<file path="src/rtl/irq_arbiter.sv">
// ============================================================================
// Module   : irq_arbiter
// Brief    : Machine-level interrupt controller. Synchronises and latches the
//            external request lines, masks them with an enable register,
//            picks the lowest-index winner and presents it to the CSR unit
//            through a req/ack/done handshake. When IRQ_ARBITER_MTIMER_EN is
//            defined it also hosts the machine timer (mtime/mtimecmp) that
//            drives the CSR timer-interrupt input.
// Build    : define IRQ_ARBITER_MTIMER_EN to include the machine timer.
// Revision : 1.0 - initial release
// ============================================================================
`default_nettype none

module irq_arbiter #(
  parameter int                 N_IRQ          = 4,
  parameter int                 SYNC_STAGES    = 2,
  parameter logic [N_IRQ-1:0]   EDGE_MASK      = '1,
  parameter int                 TIMER_PRESCALE = 1
) (
  input  logic                       clk,
  input  logic                       rst,          // asynchronous, active-low
  input  logic [N_IRQ-1:0]           irq_in,
  output logic                       ext_irq_o,
  output logic [$clog2(N_IRQ)-1:0]   irq_id_o,
  input  logic                       irq_ack_i,
  input  logic                       irq_done_i,
  output logic                       timer_irq_o,
  input  logic                       cfg_we,
  input  logic [1:0]                 cfg_addr,
  input  logic [31:0]                cfg_wdata,
  output logic [31:0]                cfg_rdata
);

  localparam int         c_idw           = $clog2(N_IRQ);
  localparam logic [1:0] c_addr_enable   = 2'd0;
  localparam logic [1:0] c_addr_pending  = 2'd1;
  localparam logic [1:0] c_addr_mtimecmp = 2'd2;
  localparam logic [1:0] c_addr_mtime    = 2'd3;

  typedef enum logic [1:0] {
    S_IDLE    = 2'd0,
    S_REQ     = 2'd1,
    S_SERVICE = 2'd2
  } state_e;

  // --------------------------------------------------------------------------
  // Declarations
  // --------------------------------------------------------------------------
  logic [SYNC_STAGES-1:0][N_IRQ-1:0] sync_q;
  logic [SYNC_STAGES-1:0][N_IRQ-1:0] sync_d;
  logic [N_IRQ-1:0]                  synced;

  logic [N_IRQ-1:0] edge_prev_q;
  logic [N_IRQ-1:0] edge_prev_d;
  logic [N_IRQ-1:0] pend_edge_q;
  logic [N_IRQ-1:0] pend_edge_d;
  logic [N_IRQ-1:0] set_mask;
  logic [N_IRQ-1:0] ack_clr;
  logic [N_IRQ-1:0] w1c_clr;
  logic [N_IRQ-1:0] clr_mask;

  logic [N_IRQ-1:0] enable_q;
  logic [N_IRQ-1:0] enable_d;

  logic [N_IRQ-1:0] pending;
  logic [N_IRQ-1:0] eligible;
  logic             win_any;
  logic [c_idw-1:0] win_id;
  logic             cur_eligible;

  state_e           state_q;
  logic             ext_irq_q;
  logic [c_idw-1:0] irq_id_q;

  logic             cfg_wr_enable;
  logic             cfg_wr_pending;

  assign cfg_wr_enable  = cfg_we && (cfg_addr == c_addr_enable);
  assign cfg_wr_pending = cfg_we && (cfg_addr == c_addr_pending);

  // --------------------------------------------------------------------------
  // Input synchronisers: stage 0 samples the raw pins, the last stage is the
  // value the rest of the design sees.
  // --------------------------------------------------------------------------

  // Shift every line one stage deeper each cycle.
  always_comb begin
    sync_d = {sync_q[SYNC_STAGES-2:0], irq_in};
  end

  // Synchroniser flops, cleared by reset.
  always_ff @(posedge clk or negedge rst) begin
    if (!rst) begin
      sync_q <= '0;
    end else begin
      sync_q <= sync_d;
    end
  end

  assign synced = sync_q[SYNC_STAGES-1];

  // --------------------------------------------------------------------------
  // Pending latch. Only edge-triggered lines own a flop; level lines simply
  // mirror the synchronised value, so ack/W1C cannot touch them. A new edge
  // in the same cycle as a clear wins, so no request is ever lost.
  // --------------------------------------------------------------------------

  // Compute edge detection and the set/clear masks for the pending flops.
  always_comb begin
    edge_prev_d = synced;
    set_mask    = synced & ~edge_prev_q & EDGE_MASK;
    ack_clr     = '0;
    if ((state_q == S_REQ) && irq_ack_i) begin
      ack_clr = N_IRQ'(1) << irq_id_q;
    end
    w1c_clr     = cfg_wr_pending ? cfg_wdata[N_IRQ-1:0] : '0;
    clr_mask    = (ack_clr | w1c_clr) & EDGE_MASK;
    pend_edge_d = ((pend_edge_q & ~clr_mask) | set_mask) & EDGE_MASK;
  end

  // Edge history and edge-pending flops.
  always_ff @(posedge clk or negedge rst) begin
    if (!rst) begin
      edge_prev_q <= '0;
      pend_edge_q <= '0;
    end else begin
      edge_prev_q <= edge_prev_d;
      pend_edge_q <= pend_edge_d;
    end
  end

  assign pending = pend_edge_q | (synced & ~EDGE_MASK);

  // --------------------------------------------------------------------------
  // Enable register
  // --------------------------------------------------------------------------

  // Next enable value: replaced wholesale on a write to ENABLE.
  always_comb begin
    enable_d = enable_q;
    if (cfg_wr_enable) begin
      enable_d = cfg_wdata[N_IRQ-1:0];
    end
  end

  // Enable flops.
  always_ff @(posedge clk or negedge rst) begin
    if (!rst) begin
      enable_q <= '0;
    end else begin
      enable_q <= enable_d;
    end
  end

  // --------------------------------------------------------------------------
  // Fixed-priority arbitration: lowest eligible index wins.
  // --------------------------------------------------------------------------

  // Scan from the top down so the lowest set index is the last assignment.
  always_comb begin
    eligible = pending & enable_q;
    win_any  = |eligible;
    win_id   = '0;
    for (int i = N_IRQ - 1; i >= 0; i--) begin
      if (eligible[i]) begin
        win_id = c_idw'(i);
      end
    end
  end

  // Whether the line currently latched as winner is still requesting.
  assign cur_eligible = eligible[irq_id_q];

  // --------------------------------------------------------------------------
  // Handshake FSM. The winner is frozen once presented; a higher-priority
  // arrival waits until the current request is taken or withdrawn. A
  // withdrawal drops straight to IDLE and re-arbitrates on the next cycle.
  // --------------------------------------------------------------------------

  // Request/acknowledge/done sequencing with registered outputs.
  always_ff @(posedge clk or negedge rst) begin
    if (!rst) begin
      state_q   <= S_IDLE;
      ext_irq_q <= 1'b0;
      irq_id_q  <= '0;
    end else begin
      case (state_q)
        S_IDLE: begin
          if (win_any) begin
            state_q   <= S_REQ;
            irq_id_q  <= win_id;
            ext_irq_q <= 1'b1;
          end
        end
        S_REQ: begin
          if (irq_ack_i) begin
            state_q   <= S_SERVICE;
            ext_irq_q <= 1'b0;
          end else if (!cur_eligible) begin
            state_q   <= S_IDLE;
            ext_irq_q <= 1'b0;
          end
        end
        S_SERVICE: begin
          if (irq_done_i) begin
            state_q <= S_IDLE;
          end
        end
        default: begin
          state_q   <= S_IDLE;
          ext_irq_q <= 1'b0;
        end
      endcase
    end
  end

  assign ext_irq_o = ext_irq_q;
  assign irq_id_o  = irq_id_q;

`ifdef IRQ_ARBITER_MTIMER_EN
  // --------------------------------------------------------------------------
  // Machine timer
  // --------------------------------------------------------------------------
  logic [31:0] mtime_q;
  logic [31:0] mtime_d;
  logic [31:0] mtimecmp_q;
  logic [31:0] mtimecmp_d;
  logic        timer_irq_q;
  logic        timer_irq_d;
  logic        mtime_tick;

  if (TIMER_PRESCALE > 1) begin : g_prescale
    localparam int         c_pw   = $clog2(TIMER_PRESCALE);
    localparam logic [c_pw-1:0] c_last = c_pw'(TIMER_PRESCALE - 1);

    logic [c_pw-1:0] presc_q;
    logic [c_pw-1:0] presc_d;

    // Free-running divider; mtime advances on its terminal count.
    always_comb begin
      presc_d = (presc_q == c_last) ? '0 : presc_q + 1'b1;
    end

    // Divider flops.
    always_ff @(posedge clk or negedge rst) begin
      if (!rst) begin
        presc_q <= '0;
      end else begin
        presc_q <= presc_d;
      end
    end

    assign mtime_tick = (presc_q == c_last);
  end else begin : g_no_prescale
    assign mtime_tick = 1'b1;
  end

  // Next timer state: a software write to mtime takes precedence over the
  // increment; the compare is taken on the current registered values.
  always_comb begin
    mtime_d = mtime_q;
    if (cfg_we && (cfg_addr == c_addr_mtime)) begin
      mtime_d = cfg_wdata;
    end else if (mtime_tick) begin
      mtime_d = mtime_q + 32'd1;
    end
    mtimecmp_d = mtimecmp_q;
    if (cfg_we && (cfg_addr == c_addr_mtimecmp)) begin
      mtimecmp_d = cfg_wdata;
    end
    timer_irq_d = (mtime_q >= mtimecmp_q);
  end

  // Timer flops; mtimecmp resets to all-ones so no interrupt fires at start-up.
  always_ff @(posedge clk or negedge rst) begin
    if (!rst) begin
      mtime_q     <= '0;
      mtimecmp_q  <= 32'hFFFF_FFFF;
      timer_irq_q <= 1'b0;
    end else begin
      mtime_q     <= mtime_d;
      mtimecmp_q  <= mtimecmp_d;
      timer_irq_q <= timer_irq_d;
    end
  end

  assign timer_irq_o = timer_irq_q;
`else
  // No timer: the CSR timer input is held low and addresses 2/3 are inert.
  logic unused_wdata;
  assign unused_wdata = &{1'b0, cfg_wdata[31:N_IRQ]};
  assign timer_irq_o  = 1'b0;
`endif

  // --------------------------------------------------------------------------
  // Configuration read mux (combinational, zero-extended).
  // --------------------------------------------------------------------------

  // Select the register addressed by cfg_addr.
  always_comb begin
    cfg_rdata = '0;
    case (cfg_addr)
      c_addr_enable:   cfg_rdata[N_IRQ-1:0] = enable_q;
      c_addr_pending:  cfg_rdata[N_IRQ-1:0] = pending;
`ifdef IRQ_ARBITER_MTIMER_EN
      c_addr_mtimecmp: cfg_rdata = mtimecmp_q;
      c_addr_mtime:    cfg_rdata = mtime_q;
`endif
      default:         cfg_rdata = '0;
    endcase
  end

endmodule

`default_nettype wire

</file>
<file path="config.mk">
export PLATFORM = sky130hd
export DESIGN_NAME = irq_arbiter
export DESIGN_NICKNAME = d
export VERILOG_FILES = /design/src/rtl/irq_arbiter.sv
export SDC_FILE = /design/constraint.sdc
export NUM_CORES = 1
export LEC_CHECK = 0
export ABC_CLOCK_PERIOD_IN_PS = 3710
export CORE_ASPECT_RATIO = 1.5
export CORE_MARGIN = 5
export CORE_UTILIZATION = 35
export DETAILED_ROUTE_END_ITERATION = 8
export HOLD_SLACK_MARGIN = 0.15
export PLACE_DENSITY_LB_ADDON = 0.3
export SETUP_SLACK_MARGIN = 0.3
export SYNTH_ARGS = -nofsm -noshare
export SYNTH_HDL_FRONTEND = slang
export SYNTH_SLANG_ARGS = --single-unit
</file>
<file path="constraint.sdc">
create_clock -name clk -period 3.71 [get_ports clk]
set_input_delay 0.742 -clock clk [delete_from_list [all_inputs] [get_ports clk]]
set_output_delay 0.742 -clock clk [all_outputs]
set_load 0.01 [all_outputs]
</file>
# Word-level counts from Yosys, hierarchy flattened
# Index checks and enable logic that the tools add are counted.
# classes
reduce_logical	9
n_shift	1
muxes	18
n_eq_ne	6
bitwise	8
n_lt_le_gt_ge	1
# ops
op	count
two-way mux 2 bit	8
bitwise AND 4 bit	3
two-way mux 4 bit	2
inverter 4 bit	2
OR 4 bit	2
case mux 4 bit (2 select lines)	1
case mux 2 bit (3 select lines)	1
AND reduction 3 bit	2
== test 2 x 1 -> 1 bit (second input constant)	2
logical NOT 2 bit	2
two-way mux 1 bit	4
!= test 2 bit (second input constant)	2
OR reduction 4 bit	1
left shift 1 x 2 -> 4 bit (first input constant)	1
logical AND 1 bit	3
less-than comparator 2 x 3 -> 1 bit (second input constant)	1
!= test 3 bit (second input constant)	1
case mux 1 bit (3 select lines)	1
binary-select mux 1 bit (select 2 bit)	1
== test 2 bit (second input constant)	1
AND reduction 2 bit	1
inverter 1 bit	1
# totals
elab_cells	51
out_inout_bits	36
inputBits	43
register_bits	25

# Depth between registers and ports, before layout
# Gate-level depths: netlist (run 1).
# logic_depth
word_depth	7
ltp_mapped	5
depth_no_buf	4

# Worst setup path after synthesis (run 1)
# OpenSTA, ideal clock, no wires.
# synth_timing
path_kind	input to output
startpoint	input port cfg_addr[0]
endpoint	output port cfg_rdata[1]
required_time_ns	2.968
arrival_ns	1.133
path_stages	3
slack_ns	1.835
n_path_buf	1
path_cell_list	buf_6 -> mux2i_1 -> nor2_1
# synth_between
elab_chain_cells	2
# synth_rtl
item	line_no	rtl
start: declaration	29	input logic [1:0] cfg_addr,
== test 2 x 1 -> 1 bit / logical NOT 2 bit (equally long branches)	302	case (cfg_addr)
case mux 4 bit (2 select lines) (*)	302	
end: declaration	31	output logic [31:0] cfg_rdata
# Every way passes the cells marked *; elsewhere a longest branch is shown, timed or not.

# Final worst setup path (run 1)
# layout_timing
startpoint	input port cfg_addr[0]
endpoint	output port cfg_rdata[3]
# Same word-level chain as after synthesis.

==> impl_metrics.csv, run 1 <==
group,metric,value,unit
logic_synthesis,ys_ff_latch,25,
logic_synthesis,synthDistinctLibCells,24,
floorplanning,num_io_pins,79,
logic_synthesis,async_flop_share,100,%
worst_setup_path,crit_required,2.97,ns
floorplanning,floorplan.die.height,82.8,microns
route,via_density_per_instance,4.45,
sta,layout_worst_path_cycle_share,79.0,%
worst_setup_path,regToRegSetupSlack,2.38,ns
layout,finalInstanceArea,1420,sq um
route,vias,796,
worst_hold_path,holdCritPathClass,"flop to flop",
layout,final_nets,181,
worst_setup_path,cp_data_arrival_time,2.19,ns
route,firstDrtPassIters,3,
clock_network,clock_tree.htree_level_count,1,
logic_synthesis,synth_area_leader_cell,"sky130_fd_sc_hd__dfrtp_1",
sta,max_freq,341,MHz
layout,antennaDiodeCount,0,
run,cap_viol_max_count,0,
sta,final_max_slew_viol_count,0,
sta,final.hold.worst_slack,0.351,ns
floorplanning,fp.coreArea,3420,sq um
route,drc,0,
floorplanning,rows,26,
place,place_worst_setup_slack,0.761,ns
worst_setup_path,timing.setup.critical_path_class,"input port to output pin",
logic_synthesis,ys_seq_area_share,50.6,%
route,drt_iter0_drc,7,
power_and_ir_drop,total_leakage_power,0.000660,uW
clock_network,tritoncts.num_buffers,3,
worst_hold_path,min-delay-start,"sync_d[4]",
logic_synthesis,synth_top_flop_cell,"sky130_fd_sc_hd__dfrtp_1",
clock_network,clock-root-buffer,"sky130_fd_sc_hd__clkbuf_8",
global_route,antenna_violations_before_repair,0,
sta,grt_setup_unrepaired,"false",
clock_network,worst_skew_pair_later_pin_latency,0.26,ns
worst_setup_path,worst-path-max-fanout,6,
global_route,via_count_of_the_first_global_routing_pass,818,
place,dp.final_hpwl,1720,microns
worst_hold_path,min_delay_path_depth,0,
logic_synthesis,postSynthAreaPerCell,10.9,sq um
sta,finalHoldViolations,0,
logic_synthesis,syn_area,1240,sq um
global_route,gr-total-overflow,0,
place,placedInstanceArea,1380,sq um
route,detail-route-antenna-nets,0,
floorplanning,dieArea,4850,sq um
layout,layout_cell_share_with_drive_strength_beyond_1,4.38,%
clock_network,post_cts_hold_buffer_count,0,
logic_synthesis,synth_most_common_cell,"sky130_fd_sc_hd__buf_4",
place,port-buffer-count,21,
logic_synthesis,synth_top_cell_area_share,50.6,%
place,finalWeightedCongestion,0.832,
route,drt_wl_total,2060,microns
sta,setup_ws,0.781,ns
clock_network,clock_tree_from_tritoncts,"yes",
worst_setup_path,startpoint_type,"input port",
power_and_ir_drop,vdd_ir_drop_max,297,uV
sta,count_of_endpoints_failing_setup_in_the_final_report,0,
clock_network,cts_num_sinks,25,
floorplanning,initial_core_util,36.2,%
clock_network,number_of_buffers_inserted_to_repair_setup_after_cts,0,
worst_setup_path,worst_r2r_endpoint,"irq_id_o[0]",
sta,period_needed,2.93,ns
logic_synthesis,syn-instance-count,114,
layout,flow.area_growth_from_synthesis,15.0,%
global_route,grt_start_max_net_pins,26,
worst_setup_path,worst-r2r-cell-count,3,
sta,skew,0.00311,ns
logic_synthesis,ys_top_cells_by_count,"sky130_fd_sc_hd__buf_4, sky130_fd_sc_hd__dfrtp_1, sky130_fd_sc_hd__nand2_1",
clock_network,cts_max_path_buffers,2,
global_route,grt_first_pass_wirelength,3570,microns
logic_synthesis,synthesis.yosys.warnings,0,
logic_synthesis,synth-edff-count,0,
worst_setup_path,crit-reg2reg-launch,"enable_q[0]",
route,drt-wirelength-per-cell,11.5,microns
sta,fin_setup_tns,0,ns
worst_hold_path,timing.hold.worst_endpoint,"edge_prev_d[0]",
logic_synthesis,post_synth_main_area_contributors,"sky130_fd_sc_hd__dfrtp_1, sky130_fd_sc_hd__buf_4, sky130_fd_sc_hd__mux2_1",
power_and_ir_drop,power_density,560,nW/um^2
outcome,outcome,"finished, final reports clean",
sta,worst_slew_slack_as_a_fraction_of_its_limit,29.3,%
global_route,grt_usage,9.12,%
clock_network,clkSlewWorstSetupHoldPaths,0.08,ns
floorplanning,chipWidth,58.6,microns
worst_setup_path,timing.critical_path.to_type,"output pin",
sta,tightestPinTransition,1.06,ns
clock_network,cts.repair.resized,0,
==> where the power goes <==
part           internal (uW)  total (uW)  switching (uW)  leakage [uW]
Sequential               329         397            68.7      0.000288
Combinational            128         248             121      0.000346
Clock                   74.7         151            75.9     0.0000255
==> routing by layer <==
layer  up-vias  track usage, %  part of all wire, %
met2        29            17.7                   57
met3         4            1.86                  7.2
met5         -               0                    0
li1        372               -                    -
met1       391            8.86                   34
met4         0            3.38                  1.6
==> logic make-up after synthesis <==
group	Yosys count	synth area share, %
DFF	25	50.6
AOI/OAI and AO/OA	16	8.80
muxes	9	7.79
other	1	0.303
buffers and inverters	37	20.6
and+or+nand+nor	26	11.9
==> flip-flops by register name, indices dropped and copies added, names as in the netlist <==
register     cells
ext_irq_o        1
enable_q         4
pend_edge_q      4
edge_prev_q      4
edge_prev_d      4
sync_d           4
irq_id_o         2
state_q          2
==> critical path: stages <==
cell and delay, ns:
sky130_fd_sc_hd__clkdlybuf4s50_1 0.67, sky130_fd_sc_hd__mux2i_1 0.24, sky130_fd_sc_hd__nor2_1 0.06, sky130_fd_sc_hd__clkdlybuf4s50_1 0.48
==> worst max-delay path by stage <==
| stage | slack, ns | startpoint | endpoint |
|---|---|---|---|
| floorplan | 1.83 | cfg_addr[0] | cfg_rdata[1] |
| global placement | 0.78 | cfg_addr[0] | cfg_rdata[2] |
| detailed placement | 0.76 | cfg_addr[0] | cfg_rdata[3] |
| CTS | 0.76 | cfg_addr[0] | cfg_rdata[3] |
| global route | 0.70 | cfg_addr[0] | cfg_rdata[1] |
| finish | 0.78 | cfg_addr[0] | cfg_rdata[3] |
==> cell type report <==
type	instances	area, sq um
tap	42	52.6
fill	354	1990
timing repair buffer	21	210
sequential	25	626
clock buffer	3	41.3
inverter	7	26.3
clock inverter	1	5.00
multi-input combinational	80	462
==> metrics by stage <==
stage / power (uW) / instances / utilization [%]
2_1_floorplan: 564 / 142 / -
3_3_place_gp: 644 / 175 / 40.3
3_5_place_dp: 655 / 175 / 40.3
4_1_cts: 808 / 179 / 41.6
5_1_grt: 857 / 179 / 41.6
6_report: 796 / 179 / 41.6
==> cell usage in the layout, fill, tap and decap left out, types with 2 or more instances in the layout <==
cell and n:
sky130_fd_sc_hd__mux2_1 5, sky130_fd_sc_hd__nor2_1 6, sky130_fd_sc_hd__inv_1 7, sky130_fd_sc_hd__nand4b_1 2, sky130_fd_sc_hd__o311ai_1 4, sky130_fd_sc_hd__mux2i_1 4, sky130_fd_sc_hd__dfrtp_1 25, sky130_fd_sc_hd__clkbuf_8 3
sky130_fd_sc_hd__clkdlybuf4s50_1 21, sky130_fd_sc_hd__o21ai_1 4, sky130_fd_sc_hd__a21oi_1 3, sky130_fd_sc_hd__nand4_1 2, sky130_fd_sc_hd__conb_1 29, sky130_fd_sc_hd__nand2_1 11
Note: power is estimated with default switching activity, not from simulation.
==> inputs of run 2 (changes only) <==
--- a/config.mk
+++ b/config.mk
@@ -5,7 +5,7 @@
 export SDC_FILE = /design/constraint.sdc
 export NUM_CORES = 1
 export LEC_CHECK = 0
-export ABC_CLOCK_PERIOD_IN_PS = 3710
+export ABC_CLOCK_PERIOD_IN_PS = 3000
 export CORE_ASPECT_RATIO = 1.5
 export CORE_MARGIN = 5
 export CORE_UTILIZATION = 35
==> constraint.sdc (replaced) <==
create_clock -name clk -period 3 [get_ports clk]
set_input_delay 0.6 -clock clk [delete_from_list [all_inputs] [get_ports clk]]
set_output_delay 0.6 -clock clk [all_outputs]
set_load 0.01 [all_outputs]
==> run 2 against run 1 <==
Compared with the run above:
- sequential cell count stayed put
- register-to-register slack worse by 0.70 ns
- non-clock buffer count is 1 higher
- clock skew is 0.0014 ns higher
==> impl_metrics.csv, run 2 (synthesis results as in run 1) <==
group,metric,value,unit
sta,final.hold.worst_slack,0.352,ns
outcome,outcome,"finished, final reports clean",
floorplanning,initial_core_util,36.2,%
layout,most_common_library_cell_in_the_layout_ignoring_fill_and_taps,"sky130_fd_sc_hd__conb_1",
floorplanning,fp.coreArea,3420,sq um
sta,max_freq,412,MHz
route,drt-wirelength-per-cell,11.2,microns
worst_setup_path,timing.critical_path.to_type,"output pin",
sta,period_needed,2.43,ns
route,drt_wl_total,2020,microns
clock_network,cts_num_sinks,25,
worst_setup_path,cp_data_arrival_time,1.83,ns
power_and_ir_drop,power_density,686,nW/um^2
clock_network,clkSlewWorstSetupHoldPaths,0.08,ns
global_route,via_count_of_the_first_global_routing_pass,803,
sta,final_max_slew_viol_count,0,
clock_network,clock-root-buffer,"sky130_fd_sc_hd__clkbuf_8",
power_and_ir_drop,total_leakage_power,0.000674,uW
global_route,antenna_violations_before_repair,0,
worst_setup_path,timing.setup.critical_path_class,"input port to output pin",
layout,antennaDiodeCount,0,
worst_setup_path,crit_required,2.40,ns
floorplanning,rows,26,
sta,fin_setup_tns,0,ns
clock_network,clock_tree_from_tritoncts,"yes",
sta,grt_setup_unrepaired,"false",
global_route,grt_start_max_net_pins,26,
route,drc,0,
place,finalWeightedCongestion,0.826,
layout,final_nets,182,
layout,final-seq-area,626,sq um
clock_network,post_cts_hold_buffer_count,0,
layout,flow.area_growth_from_synthesis,15.8,%
floorplanning,num_io_pins,79,
clock_network,clock_tree.htree_level_count,1,
route,firstDrtPassIters,4,
worst_setup_path,worst-path-max-fanout,6,
global_route,grt_first_pass_wirelength,3390,microns
global_route,gr-total-overflow,0,
place,dp.final_hpwl,1690,microns
power_and_ir_drop,vdd_ir_drop_max,370,uV
clock_network,tritoncts.num_buffers,3,
global_route,grt_usage,8.80,%
worst_setup_path,startpoint_type,"input port",
worst_hold_path,holdCritPathClass,"flop to flop",
route,via_density_per_instance,4.33,
sta,finalHoldViolations,0,
floorplanning,chipWidth,58.6,microns
layout,layout_common_cells,"sky130_fd_sc_hd__conb_1, sky130_fd_sc_hd__dfrtp_1, sky130_fd_sc_hd__clkdlybuf4s50_1",
sta,skew,0.00454,ns
floorplanning,dieArea,4850,sq um
layout,layout_cell_share_with_drive_strength_beyond_1,5.07,%
route,drt_iter0_drc,9,
clock_network,cts_max_path_buffers,2,
layout,finalInstanceArea,1430,sq um
route,detail-route-antenna-nets,0,
sta,count_of_endpoints_failing_setup_in_the_final_report,0,
place,place_worst_setup_slack,0.337,ns
layout,multi_input_area,462,sq um
place,port-buffer-count,21,
place,placedInstanceArea,1380,sq um
layout,filler_cell_count,360,
sta,layout_worst_path_cycle_share,80.9,%
sta,setup_ws,0.572,ns
floorplanning,floorplan.die.height,82.8,microns
clock_network,worst_skew_pair_later_pin_latency,0.26,ns
run,cap_viol_max_count,0,
route,vias,779,
run 2: final cells by class:
| type | instances | share of cell area, % |
|---|---|---|
| clock buffer | 3 | 2.88 |
| clock inverter | 1 | 0.349 |
| multi-input combinational | 80 | 32.2 |
| sequential | 25 | 43.7 |
| timing repair buffer | 22 | 15.4 |
| tap | 42 | 3.67 |
| inverter | 7 | 1.83 |
run 2: repair_timing:
action / in CTS / in global routing
resized for setup: 0 / 1
buffers inserted: 0 / 0
setup endpoints to repair: 0 / 2
run 2: worst max-delay path, stage by stage:
cell,delay [ns]
sky130_fd_sc_hd__clkdlybuf4s50_1,0.53
sky130_fd_sc_hd__nor2_1,0.16
sky130_fd_sc_hd__clkdlybuf4s50_1,0.54
run 2: per-layer routing:
layer	global-route usage, %	part of all wire (%)	up-vias
li1	-	-	375
met1	7.66	33	371
met2	17.9	57	29
met3	2.02	8.1	4
met4	3.16	1.3	0
met5	0	0	-
run 2: through the flow:
| stage | utilization, % | std cells | power, uW |
|---|---|---|---|
| 2_1_floorplan | - | 142 | 697 |
| 3_3_place_gp | 40.5 | 176 | 797 |
| 3_5_place_dp | 40.5 | 176 | 809 |
| 4_1_cts | 41.9 | 180 | 1000 |
| 5_1_grt | 41.9 | 180 | 1050 |
| 6_report | 41.9 | 180 | 983 |
run 2: final timing paths:
kind	to	startpoint	slack, ns	cells after the start
worst max-delay path	cfg_rdata[3]	cfg_addr[1]	0.57	3
min in group asynchronous	sync_d[4]	rst	0.69	2
max in group asynchronous	pend_edge_q[1]	rst	2.07	2
worst max register to register	irq_id_o[0]	enable_q[0]	1.68	3
worst min register to register	edge_prev_d[0]	sync_d[4]	0.35	0
worst min-delay path	edge_prev_d[0]	sync_d[4]	0.35	0
run 2: where the power goes:
group	internal, uW	total (uW)	leakage [uW]	switching [uW]
registers	406	489	0.000288	82.9
clock network	92.4	187	0.0000255	94.4
logic	159	307	0.000360	149
total	657	983	0.000674	326
